## src/rtl/fdivsqrt_remres.sv

```systemverilog
// rtl/fdivsqrt_remres.sv - multi-cycle remainder resolution, quotient select and sticky for radix-2 div/sqrt
//
// Resolves the redundant partial remainder (WS + WC) and the corrected remainder
// (WS + WC + D) one CHUNK-bit slice per cycle. Each sum keeps its own carry between
// cycles. The sign of the resolved remainder selects U or UM, and the zero flag of
// the matching sum gives the sticky bit.
//
// Ports:
//   clk, reset         clock, asynchronous active-high reset
//   InValid / InReady  operand handshake (InReady decoded from state only)
//   WS, WC             redundant remainder sum/carry, DIVB+4 bits
//   D                  positive divisor as aligned in the recurrence, DIVB+4 bits
//   U, UM              quotient and quotient minus one ulp, DIVB+1 bits
//   Flush              abort; forces IDLE at the next rising edge
//   OutValid / OutReady result handshake (OutValid decoded from state only)
//   Quot, RemNeg, Sticky registered results
module fdivsqrt_remres #(
    parameter int DIVB  = 59,
    parameter int CHUNK = 16
) (
    input  logic            clk,
    input  logic            reset,
    input  logic            InValid,
    output logic            InReady,
    input  logic [DIVB+3:0] WS,
    input  logic [DIVB+3:0] WC,
    input  logic [DIVB+3:0] D,
    input  logic [DIVB:0]   U,
    input  logic [DIVB:0]   UM,
    input  logic            Flush,
    output logic            OutValid,
    input  logic            OutReady,
    output logic [DIVB:0]   Quot,
    output logic            RemNeg,
    output logic            Sticky
);

    localparam int W        = DIVB + 4;
    localparam int NCHUNK   = (W + CHUNK - 1) / CHUNK;
    localparam int EXTW     = NCHUNK * CHUNK;
    localparam int TOP_BITS = W - (NCHUNK - 1) * CHUNK;
    localparam int IDXW     = (NCHUNK > 1) ? $clog2(NCHUNK) : 1;

    // Valid bits of the top chunk. Bits above W only ever hold carry-out, so they are
    // excluded from the zero tests.
    localparam logic [CHUNK-1:0] TOP_MASK = {CHUNK{1'b1}} >> (CHUNK - TOP_BITS);

    typedef enum logic [1:0] {IDLE, ADD, DONE} state_t;

    state_t            state, next_state;
    logic [EXTW-1:0]   ws_q, wc_q, d_q;
    logic [DIVB:0]     u_q, um_q;
    logic [IDXW-1:0]   idx;
    logic              c1;
    logic [1:0]        c2;
    logic              z1, z2;

    logic [CHUNK-1:0]  ws_k, wc_k, d_k, mask;
    logic [CHUNK:0]    s1_full;
    logic [CHUNK+1:0]  s2_full;
    logic              last, z1_next, z2_next, sign;

    always_comb begin
        ws_k    = ws_q[idx*CHUNK +: CHUNK];
        wc_k    = wc_q[idx*CHUNK +: CHUNK];
        d_k     = d_q[idx*CHUNK +: CHUNK];
        last    = (idx == IDXW'(NCHUNK - 1));
        mask    = last ? TOP_MASK : {CHUNK{1'b1}};
        s1_full = {1'b0, ws_k} + {1'b0, wc_k} + {{CHUNK{1'b0}}, c1};
        s2_full = {2'b00, ws_k} + {2'b00, wc_k} + {2'b00, d_k} + {{CHUNK{1'b0}}, c2};
        z1_next = z1 & ((s1_full[CHUNK-1:0] & mask) == '0);
        z2_next = z2 & ((s2_full[CHUNK-1:0] & mask) == '0);
        // Only meaningful on the last chunk: bit W-1 of the resolved remainder.
        sign    = s1_full[TOP_BITS-1];
    end

    always_comb begin
        next_state = state;
        case (state)
            IDLE:    if (InValid) next_state = ADD;
            ADD:     if (last) next_state = DONE;
            DONE:    if (OutReady) next_state = IDLE;
            default: next_state = IDLE;
        endcase
        if (Flush) next_state = IDLE;
    end

    assign InReady  = (state == IDLE);
    assign OutValid = (state == DONE);

    always_ff @(posedge clk or posedge reset) begin
        if (reset) begin
            state  <= IDLE;
            ws_q   <= '0;
            wc_q   <= '0;
            d_q    <= '0;
            u_q    <= '0;
            um_q   <= '0;
            idx    <= '0;
            c1     <= 1'b0;
            c2     <= 2'b00;
            z1     <= 1'b1;
            z2     <= 1'b1;
            Quot   <= '0;
            RemNeg <= 1'b0;
            Sticky <= 1'b0;
        end else begin
            state <= next_state;
            if (state == IDLE && InValid && !Flush) begin
                ws_q <= EXTW'(WS);
                wc_q <= EXTW'(WC);
                d_q  <= EXTW'(D);
                u_q  <= U;
                um_q <= UM;
                idx  <= '0;
                c1   <= 1'b0;
                c2   <= 2'b00;
                z1   <= 1'b1;
                z2   <= 1'b1;
            end else if (state == ADD && !Flush) begin
                c1  <= s1_full[CHUNK];
                c2  <= s2_full[CHUNK+1:CHUNK];
                z1  <= z1_next;
                z2  <= z2_next;
                idx <= idx + 1'b1;
                if (last) begin
                    RemNeg <= sign;
                    Quot   <= sign ? um_q : u_q;
                    Sticky <= sign ? ~z2_next : ~z1_next;
                end
            end
        end
    end

endmodule

```

## config.mk

```make
export PLATFORM = sky130hd
export DESIGN_NAME = fdivsqrt_remres
export DESIGN_NICKNAME = d
export VERILOG_FILES = /design/src/rtl/fdivsqrt_remres.sv
export SDC_FILE = /design/constraint.sdc
export NUM_CORES = 1
export LEC_CHECK = 0
export CORE_ASPECT_RATIO = 1.75
export CORE_MARGIN = 5
export CORE_UTILIZATION = 52
export DETAILED_ROUTE_END_ITERATION = 8
export PLACE_DENSITY = 0.82
export SYNTH_ARGS = -nofsm -noshare
export SYNTH_HDL_FRONTEND = slang
export SYNTH_SLANG_ARGS = --single-unit
```

## constraint.sdc

```tcl
create_clock -name clk -period 17.4 [get_ports clk]
set_input_delay 3.48 -clock clk [delete_from_list [all_inputs] [get_ports clk]]
set_output_delay 3.48 -clock clk [all_outputs]
set_load 0.02 [all_outputs]
```

==> flow_metrics.tcl, run 1 <==
set metrics [dict create \
    outcome "complete, no violations" \
    critPathLaunchType "input port" \
    hold_viol 0 \
    min_path_cells 2 \
    rows 90 \
    post-cts-setup-buffers 0 \
    finalCritPeriodShare 0.345 \
    grt_max_degree 170 \
    avgSynthCellArea_sq_um 9.25 \
    final_antenna_net_count 0 \
    numPortBuffers 377 \
    setup_violations 0 \
    fmax_mhz 167 \
    gr-usage-all-layers 0.277 \
    die_w_um 152 \
    synth_cells 1969 \
    vias_per_cell 5.37 \
    synth_edf_count 0 \
    numCtsBuffers 37 \
    leakage_nw 11.5 \
    clock_latency_ps 540 \
    power_density_nw_per_um2 198 \
    drt_iter0_drc 975 \
    synth_cell_types 70 \
    seqCellArea_sq_um 9520 \
    dpl.hpwl_um 39600 \
    ctsHoldBuffers 0 \
    synth_area_leaders "dfrtp_1 52%, nand2_1 21%, mux4_2 5.6%" \
    fin_ws_ps 11400 \
    drc 0 \
    crit_type "in -> async" \
    place.gp.congestion 0.916 \
    wirelength_um 54300 \
    path_max_fanout 169 \
    crit_arrival_ps 6410 \
    post_cts_resized 0 \
    htree_levels 2 \
    clockBufferDepth 3 \
    synthesis.nets 2350 \
    area_growth_pct 29.1 \
    relSlewSlack 0.243 \
    coreArea_sq_um 34600 \
    die_h_um 258 \
    max-vdd-ir-drop_mv 0.212 \
    multi_input_area_sq_um 8170 \
    start_util 0.527 \
    synth-main-ff-cell "dfrtp_1" \
    crit_required_ps 17810 \
    layout_min_cycle_time_ps 6000 \
    skew_ps 20.3 \
    seq_area_frac_synth 0.522 \
    grt_pass1_wl_um 83900 \
    nFillCells 2638 \
    slew_viol_final 0 \
    synth_warnings 0 \
    pre_cts_ws_ps 10710 \
    antenna_found_initial 14 \
    root_buffer "clkbuf_16" \
    dieArea_sq_um 39000 \
    via_count 15000 \
    worst_pin_slew_ps 1140 \
    synth.largest_area_cell "dfrtp_1" \
    hold_slack_ps 470 \
    r2r_cells 13 \
    dr.pass1.iters 5 \
    endpoint_kind "asynchronous set/reset pin" \
    overflow 0 \
    ys_ff_latch 380 \
    io_pins 378 \
    cts_tree "built" \
    synthArstFlopShare 1.00 \
    path_clk_slew_ps 60 \
    min_path_type "reg -> reg" \
    cts_sinks 380 \
    nNetsFinal 2672 \
    fin_setup_tns_ps 0 \
    synthDominantCellAreaShare 0.519 \
    synth_area_sq_um 18200 \
    drv_cap 0 \
    wl_per_cell_um 19.5 \
    rsz0062_at_grt "no" \
    first_global_vias 15800 \
    drive_gt1_frac 0.0583 \
]
## cell type report
cell class,instances,share of cell area
Clock inverter,17,0.00941
Clock buffer,48,0.0432
Tap cell,460,0.0245
Sequential cell,380,0.405
Antenna cell,13,0.00138
Timing Repair Buffer,393,0.166
Inverter,21,0.00367
Multi-Input combinational cell,1458,0.347
## per-layer routing
metal | up-vias | GRT usage | routed length, um
li1 | 7050 | - | -
met1 | 7308 | 0.303 | 18800
met2 | 474 | 0.490 | 29100
met3 | 153 | 0.0523 | 2980
met4 | 2 | 0.169 | 3450
met5 | - | 0 | 13
## cell usage after synthesis, types with 3 or more instances
library cell,number
a31oi_1,5
o31a_1,3
o211ai_1,5
nor2b_1,4
and3_1,4
clkbuf_1,101
and4_1,4
inv_1,21
buf_8,6
o2111ai_1,5
nor2_1,21
nor3b_1,3
mux2i_1,65
nand3b_1,3
a21o_1,6
nand2_1,1022
o21ai_1,59
xor2_1,8
o21ai_0,22
nand2b_1,4
a21oi_1,20
mux4_2,45
ha_1,47
xnor2_1,4
nor3_1,6
fa_1,20
nand3_1,12
a211oi_1,4
a211o_1,3
dfrtp_1,378
o31ai_1,3
nor4_1,6
## final timing paths
check                      startpoint  endpoint  slack (ps)
max in group clk                Flush  wc_q[23]       11510
min in group asynchronous       reset   d_q[58]        3580
hold reg to reg               d_q[42]   d_q[42]         470
setup / recovery                reset    idx[0]       11400
setup reg to reg               idx[0]    Sticky       11740
hold / removal                d_q[42]   d_q[42]         470
## registers in the layout (all words and copies together) (netlist names)
signal	flops
Quot	60
c1	1
c2	2
z2	1
Sticky	1
d_q	63
idx	2
wc_q	63
um_q	60
RemNeg	1
z1	1
state	2
u_q	60
ws_q	63
## per-stage QoR
| step | cells | utilization | area (sq um) | total power [mW] |
|---|---|---|---|---|
| floorplan | 1969 | - | 18200 | 3.14 |
| global route | 2790 | 0.680 | 23500 | 4.97 |
| global placement | 2712 | 0.644 | 22300 | 3.72 |
| detailed placement | 2712 | 0.644 | 22300 | 3.80 |
| CTS | 2777 | 0.679 | 23500 | 4.66 |
| finish | 2790 | 0.680 | 23500 | 4.65 |
## cell usage in the layout (no fill, tap or decap), types with 4 or more instances in the layout
master              n
buf_4              15
and4_1              4
xnor2_1             4
a21oi_1            20
clkbuf_8            5
a31oi_1             5
dfrtp_1           376
fa_1               20
a21o_1              6
clkinv_2            9
xor2_1              8
inv_1              20
clkbuf_1            6
bufinv_16           5
mux4_2             45
o21ai_0            22
diode_2            13
nand2_1          1022
nor3_1              6
and3_1              4
mux2i_1            65
o21ai_1            59
nor4_1              6
nand3_1            11
clkbuf_16          37
o2111ai_1           5
nor2_1             21
nand2b_1            4
clkdlybuf4s50_1   377
nor2b_1             4
o211ai_1            5
a211oi_1            4
ha_1               47
## critical path, cell delays in order
cell and delay (ps):
clkdlybuf4s50_1 490, inv_8 680, buf_12 710, buf_4 870
## cell families after synthesis
family          count (synthesis)  synth area share
fa+ha+maj                      67            0.0543
flops                         380             0.522
simple gates                 1104             0.237
buf+inv                       131            0.0308
compound gates                162            0.0565
xor+xnor                       13           0.00728
mux                           112            0.0926
## power by group
part           internal, mW  switching [mW]  leakage [nW]
clock                 0.489           0.344         0.619
sequential             1.09           0.149          4.79
combinational          1.12            1.46          6.14
Note: power is estimated with default switching activity, not from simulation.
==> run 2, diff against run 1 <==
CORE_UTILIZATION = 47   (was 52)
PLACE_DENSITY = 0.78   (was 0.82)
clock period = 5.4 ns   (was 17.4 ns; I/O delays follow)
==> run 2 against run 1 <==
  * Worst hold slack lost 2.0 ps
  * Critical path depth grew 12
  * Sequential power grew to 3.2 times the previous value
  * Global-route usage shrank 1.5 points
  * Clock-buffer cell count grew 3
  * Cell count grew 0.61%
  * Via count grew 0.42%
  * Clock power grew to 3.1 times the previous value
  * First-iteration DRC count grew 0.92%
==> flow_metrics.tcl, run 2 (synthesis gave the netlist of run 1 again) <==
set metrics [dict create \
    numCtsBuffers 38 \
    grt_use_met1 0.270 \
    crit_chain "mux4_2, inv_1, fa_1, inv_1, fa_1, ha_1, inv_1, fa_1, nand2b_1, a21oi_1, o21ai_0, nand2_1, o211ai_1, a2111oi_1, and4_1, o31ai_1" \
    rsz0062_at_grt "no" \
    setup_violations 0 \
    fmax_mhz 195 \
    gr-usage-all-layers 0.263 \
    antenna_found_initial 4 \
    final_antenna_net_count 0 \
    slew_viol_final 0 \
    cp.depth 16 \
    hold_viol 0 \
    grt_pass1_wl_um 88800 \
    clock_latency_ps 550 \
    outcome "complete, no violations" \
    coreArea_sq_um 38400 \
    area_growth_pct 29.6 \
    drt_iter0_drc 984 \
    reg_top3 "d_q x63, wc_q x63, ws_q x63" \
    wirelength_um 57800 \
    dr.pass1.iters 7 \
    post_cts_resized 0 \
    r2r_cells 16 \
    path_clk_slew_ps 60 \
    cts_sinks 380 \
    endpoint_kind "flip-flop" \
    nNetsFinal 2676 \
    dieArea_sq_um 43000 \
    start_util 0.475 \
    path_buf_inv 3 \
    min_path_type "reg -> reg" \
    rows 95 \
    max-vdd-ir-drop_mv 0.770 \
    relSlewSlack 0.381 \
    layout_min_cycle_time_ps 5130 \
    final_common_cell "nand2_1" \
    grt_max_degree 180 \
    die_w_um 159 \
    overflow 0 \
    post-cts-setup-buffers 0 \
    top_usage_layer "met2" \
    numPortBuffers 377 \
    drive_gt1_frac 0.0603 \
    crit_required_ps 5790 \
    place.gp.congestion 0.948 \
    finalCritPeriodShare 0.950 \
    final_cell_mix "1022 x nand2_1, 377 x clkdlybuf4s50_1, 376 x dfrtp_1" \
    vias_per_cell 5.36 \
    crit_type "reg -> reg" \
    cp_slowest_stage_delay_ps 630 \
    root_buffer "clkbuf_16" \
    hold_slack_ps 468 \
    power.total_mw 15.0 \
    drv_cap 0 \
    power_density_nw_per_um2 637 \
    crit_arrival_ps 5520 \
    slowest_stage "a2111oi_1" \
    min_path_cells 2 \
    cts_tree "built" \
    critPathTopFamily "adder cells" \
    worst_pin_slew_ps 926 \
    grtUsageMet3 0.0498 \
    ctsHoldBuffers 0 \
    critPathLaunchType "flip-flop" \
    via_count 15100 \
    dpl.hpwl_um 43800 \
    wl_per_cell_um 20.6 \
    io_pins 378 \
    leakage_nw 11.6 \
    die_h_um 270 \
    first_global_vias 15900 \
    clockBufferDepth 3 \
    finish.utilization 0.615 \
    skew_ps 21.8 \
    met2_usage 0.476 \
    path_max_fanout 17 \
    drc 0 \
    htree_levels 2 \
]
run 2: through the flow:
step	area (sq um)	instances	setup WS, ps	TNS, ps
CTS	23600	2805	311	0
detailed placement	22400	2740	309	0
floorplan	18200	1969	-784	-296500
finish	23600	2807	268	0
global route	23600	2806	38.5	0
global placement	22400	2740	411	0
run 2: per-layer routing:
metal,vias to the layer above,part of all wire
met3,176,0.054
met2,518,0.53
met4,6,0.081
met5,-,0.00059
met1,7302,0.33
li1,7048,-
run 2: worst reg2reg max path, cell delays in order, from the launching register on:
cell and delay [ps]:
dfrtp_4 620, mux4_2 410, inv_1 90, fa_1 510
inv_1 60, fa_1 540, ha_1 200, inv_1 70
fa_1 390, nand2b_1 190, a21oi_1 540, o21ai_0 210
nand2_1 110, o211ai_1 80, a2111oi_1 630, and4_1 280
o31ai_1 80
run 2: cell type report:
cell class / count / area [sq um]
Timing Repair Buffer: 396 / 4030
Tap cell: 485 / 607
Multi-Input combinational cell: 1458 / 8170
Sequential cell: 380 / 9520
Inverter: 21 / 82.6
Antenna cell: 2 / 5.00
Clock inverter: 14 / 114
Fill cell: 3184 / 14800
Clock buffer: 51 / 1100
run 2: worst paths after layout:
path | from | end | slack [ps]
worst max-delay path | idx[0] | Sticky | 270
worst min-delay path | ws_q[53] | ws_q[53] | 470
worst max register to register | idx[0] | Sticky | 270
worst min register to register | ws_q[53] | ws_q[53] | 470
max in group asynchronous | reset | d_q[51] | 3210
min in group asynchronous | reset | Quot[57] | 1090
run 2: power breakdown:
group | switching, mW | total (mW) | internal, mW
logic | 4.77 | 8.42 | 3.66
clock network | 1.16 | 2.61 | 1.45
registers | 0.500 | 4.01 | 3.51
total | 6.43 | 15.0 | 8.61
==> run 3, diff against run 2 <==
CORE_MARGIN = not set   (was 5)
==> run 3 against run 2 <==
  * Global-route usage rose by 1.7 points
  * Sequential cell count did not move
  * Non-clock buffer count increased by 2
  * Sequential power about the same
  * Power up 0.21%
  * Register-to-register slack gained 60 ps
  * Via count down 0.27%
  * Clock skew about the same
  * Setup slack gained 59 ps
  * Utilization up 0.34 points
  * Cell area is 0.24% higher
  * Critical path type unchanged
==> flow_metrics.tcl, run 3 (synthesis gave the netlist of run 1 again) <==
set metrics [dict create \
    outcome "complete, no violations" \
    final_common_cell "nand2_1" \
    layout_min_cycle_time_ps 5070 \
    place.gp.congestion 0.953 \
    drv_cap 0 \
    leakage_nw 11.6 \
    slew_viol_final 0 \
    dieArea_sq_um 39600 \
    start_util 0.476 \
    first_global_vias 15800 \
    relSlewSlack 0.301 \
    path_clk_slew_ps 70 \
    final_cell_mix "1022 x nand2_1, 377 x clkdlybuf4s50_1, 376 x dfrtp_1" \
    drc 0 \
    numCtsBuffers 37 \
    nNetsFinal 2677 \
    crit_required_ps 5770 \
    finalCritPeriodShare 0.939 \
    fmax_mhz 197 \
    path_max_fanout 13 \
    coreArea_sq_um 38300 \
    dr.pass1.iters 5 \
    via_count 15000 \
    critPathLaunchType "flip-flop" \
    grt_max_degree 213 \
    rsz0062_at_grt "no" \
    fin_setup_tns_ps 0 \
    clock_latency_ps 540 \
    cts_tree "built" \
    crit_arrival_ps 5440 \
    drt_iter0_drc 787 \
    gr-usage-all-layers 0.279 \
    power_density_nw_per_um2 637 \
    die_h_um 262 \
    drive_gt1_frac 0.0615 \
    area_growth_pct 30.0 \
    crit_type "reg -> reg" \
    die_w_um 151 \
    max-vdd-ir-drop_mv 0.753 \
    multi_input_area_sq_um 8170 \
    hold_viol 0 \
    cts_sinks 380 \
    reg_top3 "d_q x63, wc_q x63, ws_q x63" \
    skew_ps 22.0 \
    wirelength_um 54300 \
    dp.cells 2741 \
    antenna_found_initial 11 \
    seqCellArea_sq_um 9520 \
    worst_pin_slew_ps 1050 \
    rows 95 \
    clockBufferDepth 3 \
    final_cells 2817 \
    min_path_type "reg -> reg" \
    wl_per_cell_um 19.3 \
    setup_violations 0 \
    ctsHoldBuffers 0 \
    numPortBuffers 377 \
    nFillCells 3195 \
    htree_levels 2 \
    grt_pass1_wl_um 84100 \
    overflow 0 \
    vias_per_cell 5.33 \
    dpl.hpwl_um 39700 \
    io_pins 378 \
    root_buffer "clkbuf_16" \
    final_antenna_net_count 0 \
    endpoint_kind "flip-flop" \
]
run 3: cell count changes in the layout (fill, tap and decap cells not counted), sizes merged:
cell / previous run / this run
diode: 2 / 8
bufinv: 0 / 4
inv: 24 / 21
buf: 19 / 21
clkbuf: 51 / 49
clkinvlp: 4 / 6
clkinv: 7 / 8
run 3: repair_timing:
item | 4_1_cts | 5_1_grt
resized for setup | 0 | 1
endpoints found under the setup margin | 0 | 1
buffers inserted | 0 | 1
run 3: where the power goes:
group	total [mW]	internal, mW	switching [mW]
registers	3.99	3.51	0.480
logic	8.37	3.65	4.72
clock network	2.71	1.57	1.15
run 3: critical path: stages (launching register included):
cell and delay (ps):
dfrtp_4 620, buf_4 250, mux4_2 570, fa_1 500, ha_1 310, ha_1 370, and3_1 190, a22o_1 290
o41ai_2 460, xnor2_1 180, o2111ai_1 160, a2111oi_1 630, and4_1 290, o31ai_1 70
run 3: cell type report:
cell class,count,share of cell area
flip-flops and latches,380,0.402
repair buffers,398,0.169
diodes,8,0.000845
clock inverters,18,0.00983
clock buffers,49,0.0440
inverters,21,0.00349
multi-input cells,1458,0.345
well taps,485,0.0256
run 3: layer usage:
metal,up-vias,global-route usage,share of wire
met2,503,0.491,0.53
li1,7048,-,-
met3,199,0.0547,0.055
met5,-,0,0.00066
met4,6,0.194,0.077
met1,7254,0.294,0.34
run 3: through the flow:
step           setup slack [ps]  cell area (sq um)  hold slack [ps]  power [mW]   util
2_1_floorplan              -784              18200              440        10.1      -
3_3_place_gp                327              22400              456        12.0  0.584
3_5_place_dp                194              22400              458        12.2  0.584
4_1_cts                     168              23600              474        15.0  0.617
5_1_grt                     133              23700              486        16.0  0.619
6_report                    327              23700              472        15.1  0.619
run 3: worst paths after layout:
check	cells past startpoint	end	startpoint	slack (ps)
min in group asynchronous	2	d_q[40]	reset	990
max in group asynchronous	3	wc_q[29]	reset	3160
min	2	ws_q[59]	ws_q[59]	470
max reg2reg	13	Sticky	idx[0]	330
min reg2reg	2	ws_q[59]	ws_q[59]	470
max	13	Sticky	idx[0]	330
